File: config.mk
export PLATFORM = sky130hd
export DESIGN_NAME = seq_alu
export DESIGN_NICKNAME = d
export VERILOG_FILES = /design/src/rtl/seq_alu.sv
export SDC_FILE = /design/constraint.sdc
export NUM_CORES = 1
export LEC_CHECK = 0
export ABC_AREA = 0
export CAP_MARGIN = 20
export CORE_MARGIN = 2
export CORE_UTILIZATION = 34
export CTS_BUF_LIST = sky130_fd_sc_hd__clkbuf_4
export CTS_CLUSTER_DIAMETER = 30
export DETAILED_ROUTE_END_ITERATION = 10
export PLACE_DENSITY = 0.54
export SETUP_SLACK_MARGIN = 0.2
export SYNTH_ARGS = -nofsm -noshare
export SYNTH_HDL_FRONTEND = slang
export SYNTH_SLANG_ARGS = --single-unit
File: constraint.sdc
create_clock -name clk -period 11.63 [get_ports clk]
set_clock_uncertainty 0.05 [all_clocks]
set_input_delay 1.7445 -clock clk [delete_from_list [all_inputs] [get_ports clk]]
set_output_delay 1.7445 -clock clk [all_outputs]
set_load 0.05 [all_outputs]
File: src/rtl/seq_alu.sv
// Sequential ALU: single-cycle arithmetic/logic ops plus a bit-serial unsigned multiplier.
// Results and flags live in a registered flag/result bank updated only on completion.
module seq_alu #(
    parameter int unsigned WIDTH = 8
) (
    input  logic             clk,
    input  logic             resetn,
    input  logic             start,
    input  logic [3:0]       op,
    input  logic [WIDTH-1:0] a,
    input  logic [WIDTH-1:0] b,
    output logic [WIDTH-1:0] c,
    output logic [WIDTH-1:0] c_hi,
    output logic             carry,
    output logic             zero,
    output logic             neg,
    output logic             ovf,
    output logic             busy,
    output logic             done
);

    localparam int unsigned W  = WIDTH;
    localparam int unsigned CW = $clog2(WIDTH);

    localparam logic [3:0] OP_ADD = 4'd0;
    localparam logic [3:0] OP_ADC = 4'd1;
    localparam logic [3:0] OP_SUB = 4'd2;
    localparam logic [3:0] OP_SBC = 4'd3;
    localparam logic [3:0] OP_AND = 4'd4;
    localparam logic [3:0] OP_OR  = 4'd5;
    localparam logic [3:0] OP_XOR = 4'd6;
    localparam logic [3:0] OP_SHL = 4'd7;
    localparam logic [3:0] OP_SHR = 4'd8;
    localparam logic [3:0] OP_MUL = 4'd9;
    localparam logic [3:0] OP_CMP = 4'd10;

    typedef enum logic {S_IDLE, S_MUL} state_t;

    state_t           state_q, state_d;
    logic [W-1:0]     c_q, c_d, c_hi_q, c_hi_d;
    logic             carry_q, carry_d, zero_q, zero_d, neg_q, neg_d, ovf_q, ovf_d;
    logic             done_q, done_d;
    logic [2*W-1:0]   acc_q, acc_d, mcand_q, mcand_d;
    logic [W-1:0]     mplier_q, mplier_d;
    logic [CW-1:0]    cnt_q, cnt_d;

    logic             cin_c;
    logic [W:0]       sum_c, diff_c, ssum_c, sdiff_c;
    logic [2*W-1:0]   acc_nxt_c;

    // Unsigned sums give carry/borrow; sign-extended sums give overflow.
    assign cin_c     = (op == OP_ADC || op == OP_SBC) ? carry_q : 1'b0;
    assign sum_c     = (W+1)'(a) + (W+1)'(b) + (W+1)'(cin_c);
    assign diff_c    = (W+1)'(a) - (W+1)'(b) - (W+1)'(cin_c);
    assign ssum_c    = {a[W-1], a} + {b[W-1], b} + (W+1)'(cin_c);
    assign sdiff_c   = {a[W-1], a} - {b[W-1], b} - (W+1)'(cin_c);
    assign acc_nxt_c = acc_q + (mplier_q[0] ? mcand_q : '0);

    always_ff @(posedge clk) begin
        if (!resetn) begin
            state_q  <= S_IDLE;
            c_q      <= '0;
            c_hi_q   <= '0;
            carry_q  <= 1'b0;
            zero_q   <= 1'b0;
            neg_q    <= 1'b0;
            ovf_q    <= 1'b0;
            done_q   <= 1'b0;
            acc_q    <= '0;
            mcand_q  <= '0;
            mplier_q <= '0;
            cnt_q    <= '0;
        end else begin
            state_q  <= state_d;
            c_q      <= c_d;
            c_hi_q   <= c_hi_d;
            carry_q  <= carry_d;
            zero_q   <= zero_d;
            neg_q    <= neg_d;
            ovf_q    <= ovf_d;
            done_q   <= done_d;
            acc_q    <= acc_d;
            mcand_q  <= mcand_d;
            mplier_q <= mplier_d;
            cnt_q    <= cnt_d;
        end
    end

    always_comb begin
        state_d  = state_q;
        c_d      = c_q;
        c_hi_d   = c_hi_q;
        carry_d  = carry_q;
        zero_d   = zero_q;
        neg_d    = neg_q;
        ovf_d    = ovf_q;
        done_d   = 1'b0;
        acc_d    = acc_q;
        mcand_d  = mcand_q;
        mplier_d = mplier_q;
        cnt_d    = cnt_q;

        case (state_q)
            S_IDLE: begin
                if (start) begin
                    if (op == OP_MUL) begin
                        state_d  = S_MUL;
                        acc_d    = '0;
                        mcand_d  = (2*W)'(a);
                        mplier_d = b;
                        cnt_d    = '0;
                    end else begin
                        done_d  = 1'b1;
                        c_hi_d  = '0;
                        carry_d = 1'b0;
                        ovf_d   = 1'b0;
                        case (op)
                            OP_ADD, OP_ADC: begin
                                c_d     = sum_c[W-1:0];
                                carry_d = sum_c[W];
                                ovf_d   = ssum_c[W] ^ ssum_c[W-1];
                            end
                            OP_SUB, OP_SBC: begin
                                c_d     = diff_c[W-1:0];
                                carry_d = diff_c[W];
                                ovf_d   = sdiff_c[W] ^ sdiff_c[W-1];
                            end
                            OP_AND: c_d = a & b;
                            OP_OR:  c_d = a | b;
                            OP_XOR: c_d = a ^ b;
                            OP_SHL: begin
                                c_d     = {a[W-2:0], carry_q};
                                carry_d = a[W-1];
                            end
                            OP_SHR: begin
                                c_d     = {carry_q, a[W-1:1]};
                                carry_d = a[0];
                            end
                            OP_CMP: begin
                                // Flags only; result registers keep their contents.
                                c_hi_d  = c_hi_q;
                                carry_d = diff_c[W];
                                ovf_d   = sdiff_c[W] ^ sdiff_c[W-1];
                            end
                            default: c_d = a;
                        endcase
                        if (op == OP_CMP) begin
                            zero_d = (diff_c[W-1:0] == '0);
                            neg_d  = diff_c[W-1];
                        end else begin
                            zero_d = (c_d == '0);
                            neg_d  = c_d[W-1];
                        end
                    end
                end
            end
            S_MUL: begin
                acc_d    = acc_nxt_c;
                mcand_d  = mcand_q << 1;
                mplier_d = mplier_q >> 1;
                cnt_d    = cnt_q + CW'(1);
                if (cnt_q == CW'(W - 1)) begin
                    state_d = S_IDLE;
                    done_d  = 1'b1;
                    c_d     = acc_nxt_c[W-1:0];
                    c_hi_d  = acc_nxt_c[2*W-1:W];
                    carry_d = (acc_nxt_c[2*W-1:W] != '0);
                    zero_d  = (acc_nxt_c == '0);
                    neg_d   = acc_nxt_c[2*W-1];
                    ovf_d   = 1'b0;
                end
            end
            default: state_d = S_IDLE;
        endcase
    end

    assign c     = c_q;
    assign c_hi  = c_hi_q;
    assign carry = carry_q;
    assign zero  = zero_q;
    assign neg   = neg_q;
    assign ovf   = ovf_q;
    assign done  = done_q;
    assign busy  = (state_q == S_MUL);

endmodule

==> impl_metrics.csv <==
group,metric,value,unit
finish,finalNonFillerCells,976,
route,wl,17000,um
placement,dpl.hpwl,12600,um
global_routing,grt_pass1_wl,27700,um
synth,synth_most_common_cell,"nand2_1",
timing,fin_crit,5.46,ns
timing,rsz0062_at_grt,"false",
critical_path,crit_start,"op[3]",
synth,synth_seq_cells,65,
run_status,status,"completed",
global_routing,antenna_found_initial,1,
synth,synth_common_cells,"nand2_1, dfxtp_1, nor2_1",
hold_path,worstHoldStart,"mplier_q[7]",
route,drtIter0Drc,461,
floorplanning,start_util,0.346,
clocking,h-tree-depth,3,
critical_path,critPathBufInv,1,
timing,setup_viol,0,
route,drc_errors,0,
placement,dpl-instance-area,0.00607,sq mm
synth,synth_edf_count,0,
timing,drv_slew,0,
synth,synth_fp_nets,808,
route,vias_per_cell,5.37,
placement,place_ws,5.77,ns
placement,place_congestion,0.908,
placement,placed_cells,959,
timing,fmax,0.183,GHz
hold_path,min_path_type,"reg2reg",
critical_path,timing.rr.start,"mplier_q[0]",
finish,layout-drive-gt1-share,0.0593,
floorplanning,die-area,0.0171,sq mm
synth,avgSynthCellArea,7.45,sq um
synth,yosys.area.top_type,"dfxtp_1",
global_routing,grt_start_max_net_pins,95,
clocking,cts_resized,0,
synth,syn_inst,732,
synth,yosysSeqAreaShare,0.239,
synth,yosys.area.top_type_share,0.239,
clocking,cts_tree,"built",
clocking,numCtsBuffers,9,
finish,area_delta_synth_final,13.9,%
run,max_cap_violations,0,
clocking,cts_max_path_buffers,2,
floorplanning,ios,45,
critical_path,critPathKind,"in2reg",
synth,yosysWarnings,0,
placement,io_buffers,44,
timing,finalHoldViolCount,0,
power,pwr_density_cell,87.0,mW/mm^2
power,p_leak,2.46,nW
synth,netlist-cell-type-count,65,
timing,tns,0,ns
global_routing,grt_pass1_vias,5130,
floorplanning,fp.coreArea,0.0158,sq mm
critical_path,path_common_cell,"fa_1",
global_routing,track_usage,0.210,
synth,ys_async_sr_fraction,0,
critical_path,crit_fanout,24,
timing,period_share,0.469,
floorplanning,die_w,131,um
finish,finalNetCount,830,
critical_path,crit_path_max_incr_delay,0.82,ns
timing,setup_ws,6.17,ns
critical_path,cp_top_family,"simple AND/OR/NAND/NOR gates",
critical_path,crit_path_top_delay_cell,"clkdlybuf4s50_1",
global_routing,grt.met1_usage,0.290,
route,num_vias,5244,
synth,synthFlopType,"dfxtp_1",
clocking,clkLatencyLatePin,0.43,ns
floorplanning,rows,46,
critical_path,start_kind,"primary input",
timing,maxSlewHeadroom,0.292,
critical_path,required,11.94,ns
critical_path,arrival,5.77,ns
clocking,post-cts-setup-buffers,0,
critical_path,crit_chain,"clkdlybuf4s50_1 > nor2_1 > nand3_1 > fa_1 > fa_1 > o21ai_0 > nor2b_1 > xnor2_1 > a22o_1 > a221o_1 > nor4_1 > a31oi_1 > o31ai_1",
global_routing,gr-max-usage-layer,"met2",
floorplanning,die_h,131,um
global_routing,use_met2,0.334,
synth,netlist_area,0.00545,sq mm
global_routing,grtUsageMet3,0.0419,
synth,synth_area_leaders,"dfxtp_1, ha_1, and2_1, nand2_1, a21oi_1",
timing,tightestPinTransition,1.06,ns
clocking,clk_pin_slew_worst_paths,0.12,ns
critical_path,critPathCaptureType,"flop",
route,ant_nets,0,
global_routing,gr-total-overflow,0,
clocking,cts_hold_buf,0,
clocking,cts_root_buf,"clkbuf_4",
route,first_pass_iters,8,
route,routedWlPerCell,17.4,um
finish,final_area,0.00621,sq mm
power,ir_drop,35.9,uV
clocking,cts_sinks,65,
layout make-up:
type	count	area, sq um
timing repair buffer	50	485
clock buffer	9	67.6
tap	216	270
inverter	33	124
multi-input combinational	595	3890
antenna	1	2.50
clock inverter	7	70.1
fill	1718	9560
sequential	65	1300
metal layers:
metal	up-vias	routed length (um)
li1	2607	-
met1	2491	8190
met2	127	7640
met3	19	879
met4	0	252
met5	-	0
report_power, final:
part / internal [mW] / leakage, nW / switching [mW] / total, mW
clock: 0.0649 / 0.0660 / 0.0930 / 0.158
sequential: 0.227 / 0.527 / 0.00514 / 0.232
combinational: 0.0584 / 1.87 / 0.0918 / 0.150
metrics by stage:
stage / util / hold WS (ns) / power [mW]
2_1_floorplan: - / 0.385 / 0.337
3_3_place_gp: 0.385 / 0.405 / 0.386
5_1_grt: 0.394 / 0.474 / 0.574
6_report: 0.394 / 0.418 / 0.540
3_5_place_dp: 0.385 / 0.399 / 0.386
4_1_cts: 0.394 / 0.420 / 0.547
flip-flops by register name, indices dropped and copies added (netlist names):
name / cells
carry: 1
busy: 1
c: 8
zero: 1
mplier_q: 8
done: 1
mcand_q: 16
acc_q: 16
cnt_q: 3
c_hi: 8
neg: 1
ovf: 1
worst paths after layout:
check	slack (ns)	end	cells after the start
setup / recovery	6.17	zero	13
hold / removal	0.42	mplier_q[7]	2
setup reg to reg	7.84	carry	11
hold reg to reg	0.42	mplier_q[7]	2
cell families after synthesis:
kind of cell             after synthesis  synth area share
AND/OR/NAND/NOR                      306             0.286
buffers and inverters                 72            0.0496
multiplexers                          11            0.0250
flip-flops                            65             0.239
XOR/XNOR                              22            0.0353
AO/OA/AOI/OAI                        203             0.237
adder cells (fa/ha/maj)               53             0.129
cell usage in the layout (no fill, tap or decap), types with 6 or more instances in the layout:
| master | count |
|---|---|
| a22o_1 | 7 |
| buf_4 | 6 |
| nand3_1 | 16 |
| dfxtp_1 | 64 |
| o211ai_1 | 7 |
| nor3_1 | 9 |
| xnor2_1 | 15 |
| and3_1 | 6 |
| a21oi_1 | 53 |
| ha_1 | 48 |
| or3_1 | 6 |
| mux2i_1 | 8 |
| nor2_1 | 60 |
| and2_1 | 53 |
| clkbuf_4 | 9 |
| o21ai_0 | 52 |
| nor2b_1 | 28 |
| a21o_1 | 9 |
| clkdlybuf4s50_1 | 44 |
| nand2b_1 | 7 |
| xor2_1 | 7 |
| a211oi_1 | 8 |
| a22oi_1 | 18 |
| nand2_1 | 88 |
| inv_1 | 33 |
worst reg2reg max path, cell delays in order, from the launching register on:
cell	delay (ns)
dfxtp_1	0.53
and2_1	0.25
ha_1	0.24
fa_1	0.44
a21oi_2	0.18
nor2_2	0.08
nor4_2	0.38
nor2_2	0.11
xnor2_1	0.21
or4_1	0.49
or4_1	0.49
o31a_1	0.26
(Power assumes the default switching activity.)
